<file path="src/rtl/count_ctrl_pkg.sv">
// Shared types and constants for the count_ctrl sweep sequencer.
// Hold states are present only when COUNT_CTRL_HOLD_EN is defined.
package count_ctrl_pkg;

    localparam int SWEEP_W = 8;

    localparam logic DIR_UP   = 1'b1;
    localparam logic DIR_DOWN = 1'b0;

`ifdef COUNT_CTRL_HOLD_EN
    typedef enum logic [2:0] {
        ST_IDLE    = 3'd0,
        ST_LOAD    = 3'd1,
        ST_UP      = 3'd2,
        ST_DOWN    = 3'd3,
        ST_HOLD_HI = 3'd4,
        ST_HOLD_LO = 3'd5,
        ST_DONE    = 3'd6
    } count_ctrl_state_t;
`else
    typedef enum logic [2:0] {
        ST_IDLE    = 3'd0,
        ST_LOAD    = 3'd1,
        ST_UP      = 3'd2,
        ST_DOWN    = 3'd3,
        ST_DONE    = 3'd6
    } count_ctrl_state_t;
`endif

endpackage

</file>
<file path="src/rtl/count_ctrl_hold_timer.sv">
// Dwell timer: loaded on a limit hit, tc is high in the last of HOLD_CYCLES hold cycles.
// Only instantiated when COUNT_CTRL_HOLD_EN is defined.
module count_ctrl_hold_timer #(
    parameter int HOLD_CYCLES = 4
) (
    input  logic clk,
    input  logic reset,
    input  logic load,
    output logic tc
);

    localparam logic [7:0] LOAD_VAL = 8'(HOLD_CYCLES - 1);

    logic [7:0] cnt_q;
    logic [7:0] cnt_d;

    always_comb begin
        cnt_d = cnt_q;
        if (load) begin
            cnt_d = LOAD_VAL;
        end else if (cnt_q != 8'd0) begin
            cnt_d = cnt_q - 8'd1;
        end
    end

    always_ff @(posedge clk) begin
        if (reset) begin
            cnt_q <= 8'd0;
        end else begin
            cnt_q <= cnt_d;
        end
    end

    assign tc = (cnt_q == 8'd0);

endmodule

</file>
<file path="src/rtl/count_ctrl.sv">
// Ping-pong sweep sequencer driving an external up/down counter between latched limits.
// Define COUNT_CTRL_HOLD_EN to add a HOLD_CYCLES dwell at each limit.
module count_ctrl
    import count_ctrl_pkg::*;
#(
    parameter int WIDTH       = 8,
    parameter int HOLD_CYCLES = 4
) (
    input  logic               clk,
    input  logic               reset,
    input  logic               start,
    input  logic               stop,
    input  logic [WIDTH-1:0]   lo_lim,
    input  logic [WIDTH-1:0]   hi_lim,
    input  logic [SWEEP_W-1:0] num_sweeps,
    input  logic [WIDTH-1:0]   count_in,
    output logic               cnt_en,
    output logic               cnt_dir,
    output logic               cnt_load,
    output logic [WIDTH-1:0]   cnt_load_val,
    output logic               busy,
    output logic               done,
    output logic               cfg_err,
    output logic [SWEEP_W-1:0] sweep_cnt
);

    count_ctrl_state_t  state_q, state_d;
    logic               dir_q, dir_d;
    logic [WIDTH-1:0]   lo_q, lo_d;
    logic [WIDTH-1:0]   hi_q, hi_d;
    logic [SWEEP_W-1:0] num_q, num_d;
    logic [SWEEP_W-1:0] sweep_q, sweep_d;
    logic               cfg_err_q, cfg_err_d;

`ifdef COUNT_CTRL_HOLD_EN
    logic hold_load;
    logic hold_tc;

    count_ctrl_hold_timer #(
        .HOLD_CYCLES (HOLD_CYCLES)
    ) u_hold_timer (
        .clk   (clk),
        .reset (reset),
        .load  (hold_load),
        .tc    (hold_tc)
    );
`endif

    always_comb begin
        state_d   = state_q;
        dir_d     = dir_q;
        lo_d      = lo_q;
        hi_d      = hi_q;
        num_d     = num_q;
        sweep_d   = sweep_q;
        cfg_err_d = 1'b0;
        cnt_en    = 1'b0;
`ifdef COUNT_CTRL_HOLD_EN
        hold_load = 1'b0;
`endif
        case (state_q)
            ST_IDLE: begin
                if (start) begin
                    if (lo_lim < hi_lim) begin
                        lo_d    = lo_lim;
                        hi_d    = hi_lim;
                        num_d   = num_sweeps;
                        sweep_d = '0;
                        state_d = ST_LOAD;
                    end else begin
                        cfg_err_d = 1'b1;
                    end
                end
            end
            ST_LOAD: begin
                dir_d   = DIR_UP;
                state_d = ST_UP;
            end
            ST_UP: begin
                if (count_in != hi_q) begin
                    cnt_en = 1'b1;
                end else begin
`ifdef COUNT_CTRL_HOLD_EN
                    hold_load = 1'b1;
                    state_d   = ST_HOLD_HI;
`else
                    dir_d   = DIR_DOWN;
                    state_d = ST_DOWN;
`endif
                end
            end
            ST_DOWN: begin
                if (count_in != lo_q) begin
                    cnt_en = 1'b1;
                end else begin
                    sweep_d = sweep_q + 1'b1;
                    if ((num_q != '0) && (sweep_d == num_q)) begin
                        state_d = ST_DONE;
                    end else begin
`ifdef COUNT_CTRL_HOLD_EN
                        hold_load = 1'b1;
                        state_d   = ST_HOLD_LO;
`else
                        dir_d   = DIR_UP;
                        state_d = ST_UP;
`endif
                    end
                end
            end
`ifdef COUNT_CTRL_HOLD_EN
            ST_HOLD_HI: begin
                if (hold_tc) begin
                    dir_d   = DIR_DOWN;
                    state_d = ST_DOWN;
                end
            end
            ST_HOLD_LO: begin
                if (hold_tc) begin
                    dir_d   = DIR_UP;
                    state_d = ST_UP;
                end
            end
`endif
            ST_DONE: begin
                state_d = ST_IDLE;
            end
            default: begin
                state_d = ST_IDLE;
            end
        endcase

        // An abort freezes direction; a coincident lower-limit hit still counts.
        if (stop && (state_q != ST_IDLE)) begin
            state_d = ST_IDLE;
            dir_d   = dir_q;
            cnt_en  = 1'b0;
        end
    end

    always_ff @(posedge clk) begin
        if (reset) begin
            state_q   <= ST_IDLE;
            dir_q     <= DIR_UP;
            lo_q      <= '0;
            hi_q      <= '0;
            num_q     <= '0;
            sweep_q   <= '0;
            cfg_err_q <= 1'b0;
        end else begin
            state_q   <= state_d;
            dir_q     <= dir_d;
            lo_q      <= lo_d;
            hi_q      <= hi_d;
            num_q     <= num_d;
            sweep_q   <= sweep_d;
            cfg_err_q <= cfg_err_d;
        end
    end

    assign cnt_dir      = dir_q;
    assign cnt_load     = (state_q == ST_LOAD);
    assign cnt_load_val = lo_q;
    assign busy         = (state_q != ST_IDLE);
    assign done         = (state_q == ST_DONE);
    assign cfg_err      = cfg_err_q;
    assign sweep_cnt    = sweep_q;

endmodule

</file>
<file path="config.mk">
export PLATFORM = sky130hd
export DESIGN_NAME = count_ctrl
export DESIGN_NICKNAME = d
export VERILOG_FILES = /design/src/rtl/count_ctrl_pkg.sv /design/src/rtl/count_ctrl_hold_timer.sv /design/src/rtl/count_ctrl.sv
export SDC_FILE = /design/constraint.sdc
export NUM_CORES = 1
export LEC_CHECK = 0
export CORE_MARGIN = 2
export CORE_UTILIZATION = 45
export CTS_BUF_LIST = sky130_fd_sc_hd__clkbuf_4 sky130_fd_sc_hd__clkbuf_8
export DETAILED_ROUTE_END_ITERATION = 7
export MAX_ROUTING_LAYER = met4
export PLACE_DENSITY = 0.84
export SETUP_SLACK_MARGIN = 0.15
export SYNTH_ARGS = -nofsm -noshare
export SYNTH_HDL_FRONTEND = slang
export SYNTH_HIERARCHICAL = 1
export SYNTH_SLANG_ARGS = --single-unit
</file>
<file path="constraint.sdc">
create_clock -name clk -period 3.3 [get_ports clk]
set_clock_uncertainty 0.05 [all_clocks]
set_input_delay 0.495 -clock clk [delete_from_list [all_inputs] [get_ports clk]]
set_output_delay 0.495 -clock clk [all_outputs]
set_load 0.02 [all_outputs]
</file>
* Word-level counts from Yosys, hierarchy flattened
Cells that the tools add are included.
Storage, ports and cells: bits in registers 37, input bits 36
Operators by class: add/subtract/negate cells 1, order comparisons 1, eq/ne operators 12, multiplexer cells 19, bitwise gates (word level) 3, reductions and logical operators 13
Operators by type and width (number):
- 2-to-1 mux 8 bit | 3
- inequality test 8 bit | 2
- one-hot mux 8 bit (2 select lines) | 1
- 2-to-1 mux 3 bit | 5
- one-hot mux 3 bit (4 select lines) | 1
- inequality test 2 bit (second input constant) | 5
- adder 8 x 1 -> 8 bit (second input constant) | 1
- equality test 8 bit | 1
- less-than comparator 8 bit | 1
- AND reduction 4 bit | 2
- nonzero test 8 bit | 1
- 2-to-1 mux 1 bit | 7
- equality test 3 x 2 -> 1 bit (second input constant) | 2
- nonzero test 3 bit | 2
- AND reduction 5 bit | 1
- equality test 3 x 1 -> 1 bit (second input constant) | 1
- equality test 3 bit (second input constant) | 1
- logical NOT 3 bit | 1
- inverter 1 bit | 3
- one-hot mux 1 bit (3 select lines) | 1
- AND reduction 3 bit | 1
- OR reduction 3 bit | 1
- logical AND 1 bit | 2
- one-hot mux 1 bit (2 select lines) | 1
- 2 further kinds | 2

* Longest topological paths before layout
depth after elaboration 6, gate-level depth with buffers 9, gate-level depth less buffers 8

* Worst setup path after synthesis
No wires, ideal clock.
path type input to output, start point input port count_in[0], end point output port cnt_en, data arrival time 1653 ps, required time 2755 ps, setup slack 1102 ps, stages on the path 5, path buffers 0, path through xor2_1 > nor4_2 > and2_1 > a21oi_1 > nor3b_1
On the way: longest elaborated chain between the ends 4, elaborated cells between the ends (all ways) 6, classes of those cells eq/ne: 2; mux: 4
RTL lines:
- start: declaration | line count_ctrl.sv:16 | input logic [WIDTH-1:0] count_in,
- inequality test 8 bit, on equally long branches | line count_ctrl.sv:93, count_ctrl.sv:80
- 2-to-1 mux 1 bit, on equally long branches | line count_ctrl.sv:93, count_ctrl.sv:80
- one-hot mux 1 bit (2 select lines) (*) | line count_ctrl.sv:61 | case (state_q)
- 2-to-1 mux 1 bit (*) | line count_ctrl.sv:133 | if (stop && (state_q != ST_IDLE)) begin
- end: declaration | line count_ctrl.sv:17 | output logic cnt_en,
Every way passes the cells marked *; elsewhere a longest branch is shown, timed or not.

* Final worst setup path
start point input port count_in[2], end point output port cnt_en
The elaborated chain is that of the path after synthesis.

==> reports/metrics.sh <==
YS_FF_LATCH=37
CLOCKROOTBUFFER='sky130_fd_sc_hd__clkbuf_8'
MAX-SLEW-MARGIN-REL=0.639
LAYOUT_COMMONEST_CELL='sky130_fd_sc_hd__clkdlybuf4s50_1'
FINALMAXSLEWVIOLATIONS=0
FILLCELLCOUNT=379
CRIT_PATH_END_KIND='output pin'
HOLD_VIOLATIONS=0
POST-ROUTE-MIN-PERIOD_NS=2.89
POSTSYNTHAREAPERCELL_UM2=8.68
SYN-INSTANCE-COUNT=237
AREA_GROWTH_PCT=35.9
INSERTION_DELAY_NS=0.29
MOST-COMMON-LAYOUT-CELLS='56 x sky130_fd_sc_hd__clkdlybuf4s50_1, 39 x sky130_fd_sc_hd__nor2_1, 37 x sky130_fd_sc_hd__dfxtp_1'
CLKSLEWWORSTSETUPHOLDPATHS_NS=0.07
CRIT_TYPE='input pin to output pin'
CTS_MAX_LEVEL=2
ROUTE.ANTENNA.REMAINING_NETS=0
PLACEMENT_ROWS=24
ANTENNA_CELLS_INSERTED=0
NNETSFINAL=340
YS.WARNINGS.COUNT=6
FMAX_GHz=0.346
GLOBAL_ROUTE.USAGE.MET1=0.257
FIRST_GLOBAL_VIAS=1784
TRACK_USAGE=0.210
DRT-TOTAL-WL_MM=4.93
GLOBALPLACE.CONGESTION=0.875
ARRIVAL_NS=2.35
GRT_USE_MET3=0.0323
POWERDENSITY_nW_PER_UM2=380
DR_TOTAL_VIAS=1859
PORT_BUFFERS=57
MAX_SLEW.WORST_PIN.SLEW_NS=0.540
DRC=0
CAP_VIOLATIONS=0
DRT_ITER0_DRC=112
MULTI_INPUT_COMB_AREA_UM2=1270
FINALSETUPTNS_NS=0
GRT-OVFL-TOTAL=0
DESIGN_POWER_TOTAL_mW=1.06
DRIVE_GT1_FRAC=0.0707
FLOORPLAN.INITIALDENSITY=0.469
CLOCKBUFFERDEPTH=2
CELLLEAKAGEPOWER_nW=1.22
TOP_LEVEL_PORTS=58
SYN-CELL-AREA_UM2=2060
GROUTE.LAYER.MET2.USAGE=0.345
DIE_HEIGHT_UM=71.6
CORE_UM2=4380
GR-MAX-USAGE-LAYER='met2'
IR_WORST_VDD_mV=0.212
CTS_SINKS=37
STATUS='complete, no violations'
CRIT_PATH_START_KIND='input pin'
POST_SYNTH_NUM_CELL_TYPES=41
WORST_EP_REQUIRED_TIME_NS=2.75
LAYOUT_WORST_PATH_CYCLE_SHARE=0.876
TOTAL_NETS_AFTER_SYNTHESIS=281
GRT_MAX_DEGREE=25
HP-CLASS='register to register'
CLOCK_TREE_FROM_TRITONCTS='yes'
SYNTH_ENABLE_FLOP_CELLS=0
ROUTEDWLPERCELL_UM=14.1
SETUP_VIOL=0
RSZ0062_AT_GRT='false'
CTS-BUFFERS-INSERTED=5
SYNTH_SEQUENTIAL_AREA_RATIO=0.360
SYNTH_TOP_FLOP_CELL='sky130_fd_sc_hd__dfxtp_1'
ASYNC_RESET_FF_FRAC=0
POST-DP-HPWL_MM=3.79
VIAS_PER_CELL=5.33
FLIP_FLOP_AND_LATCH_AREA_UM2=741
FIN_UTIL=0.638
CRITICAL_PATH_PEAK_FANOUT=4
GRT_PASS1_WL_MM=8.25
DIE-WIDTH_UM=71.6
ANTENNA_FOUND_INITIAL=0
FIRSTDRTPASSITERS=4
DIEAREA_UM2=5130
timing repair:
action,CTS,global route
buffers inserted,0,0
endpoints found under the setup margin,1,0
resized for setup,3,0
hold buffers,0,0
flip-flops by register name, summed over array words and instances, names as in the netlist:
| name | count |
|---|---|
| cfg_err | 1 |
| num_q | 8 |
| cnt_dir | 1 |
| hi_q | 8 |
| state_q | 3 |
| sweep_cnt | 8 |
| cnt_load_val | 8 |
logic make-up (layout without fill, tap and decap cells):
family                   after synthesis  count (layout)  synth area share
AO/OA/AOI/OAI                         33              33             0.105
XOR/XNOR                              25              25             0.106
adder cells (fa/ha/maj)                8               8            0.0487
buffers and inverters                 17              77            0.0322
flip-flops                            37              37             0.360
multiplexers                          26              26             0.127
AND/OR/NAND/NOR                       91              91             0.221
path summary, 6_finish.rpt:
kind / start / to / slack, ns / cells after the start
worst min-delay path: cnt_dir / cnt_dir / 0.46 / 1
worst max register to register: sweep_cnt[0] / state_q[2] / 1.15 / 7
worst max-delay path: count_in[2] / cnt_en / 0.41 / 7
worst min register to register: cnt_dir / cnt_dir / 0.46 / 1
layer usage:
metal | up-vias | part of all wire
li1 | 943 | -
met1 | 862 | 0.45
met2 | 46 | 0.49
met3 | 8 | 0.041
met4 | 0 | 0.021
met5 | - | 0
area by class of cell:
class	count	share of cell area
multi-input cells	183	0.453
inverters	10	0.0134
repair buffers	59	0.209
clock inverters	1	0.00179
flip-flops and latches	37	0.265
clock buffers	7	0.0345
well taps	52	0.0233
cells in the mapped netlist, drive strengths merged, types with 5 or more instances:
library cell	instances	area share
xor2	20	0.085
nand3	7	0.017
clkbuf	5	0.0091
ha	8	0.049
xnor2	5	0.021
dfxtp	37	0.36
nor3	5	0.015
nor4	7	0.027
a21oi	11	0.027
nand2	14	0.027
o21ai	7	0.017
nor2	40	0.074
inv	10	0.018
mux2i	26	0.13
per-stage QoR:
step	hold slack, ns	instances	area (um^2)	setup WS, ns
3_3_place_gp	0.424	341	2680	0.187
3_5_place_dp	0.456	341	2680	0.137
4_1_cts	0.472	349	2800	0.392
5_1_grt	0.501	349	2800	0.314
6_report	0.458	349	2800	0.408
2_1_floorplan	0.434	237	2060	1.10
power breakdown:
group | switching [mW] | leakage, nW | internal [mW]
sequential | 0.0231 | 0.301 | 0.469
clock | 0.160 | 0.0542 | 0.189
combinational | 0.107 | 0.866 | 0.116
critical path, cell delays in order:
cell and delay (ns):
sky130_fd_sc_hd__clkdlybuf4s50_1 0.52, sky130_fd_sc_hd__xor2_1 0.28, sky130_fd_sc_hd__nor4_4 0.10, sky130_fd_sc_hd__and2_1 0.17, sky130_fd_sc_hd__a21oi_1 0.22, sky130_fd_sc_hd__nor3b_1 0.20, sky130_fd_sc_hd__dlygate4sd2_1 0.35
Note: power is estimated with default switching activity, not from simulation.
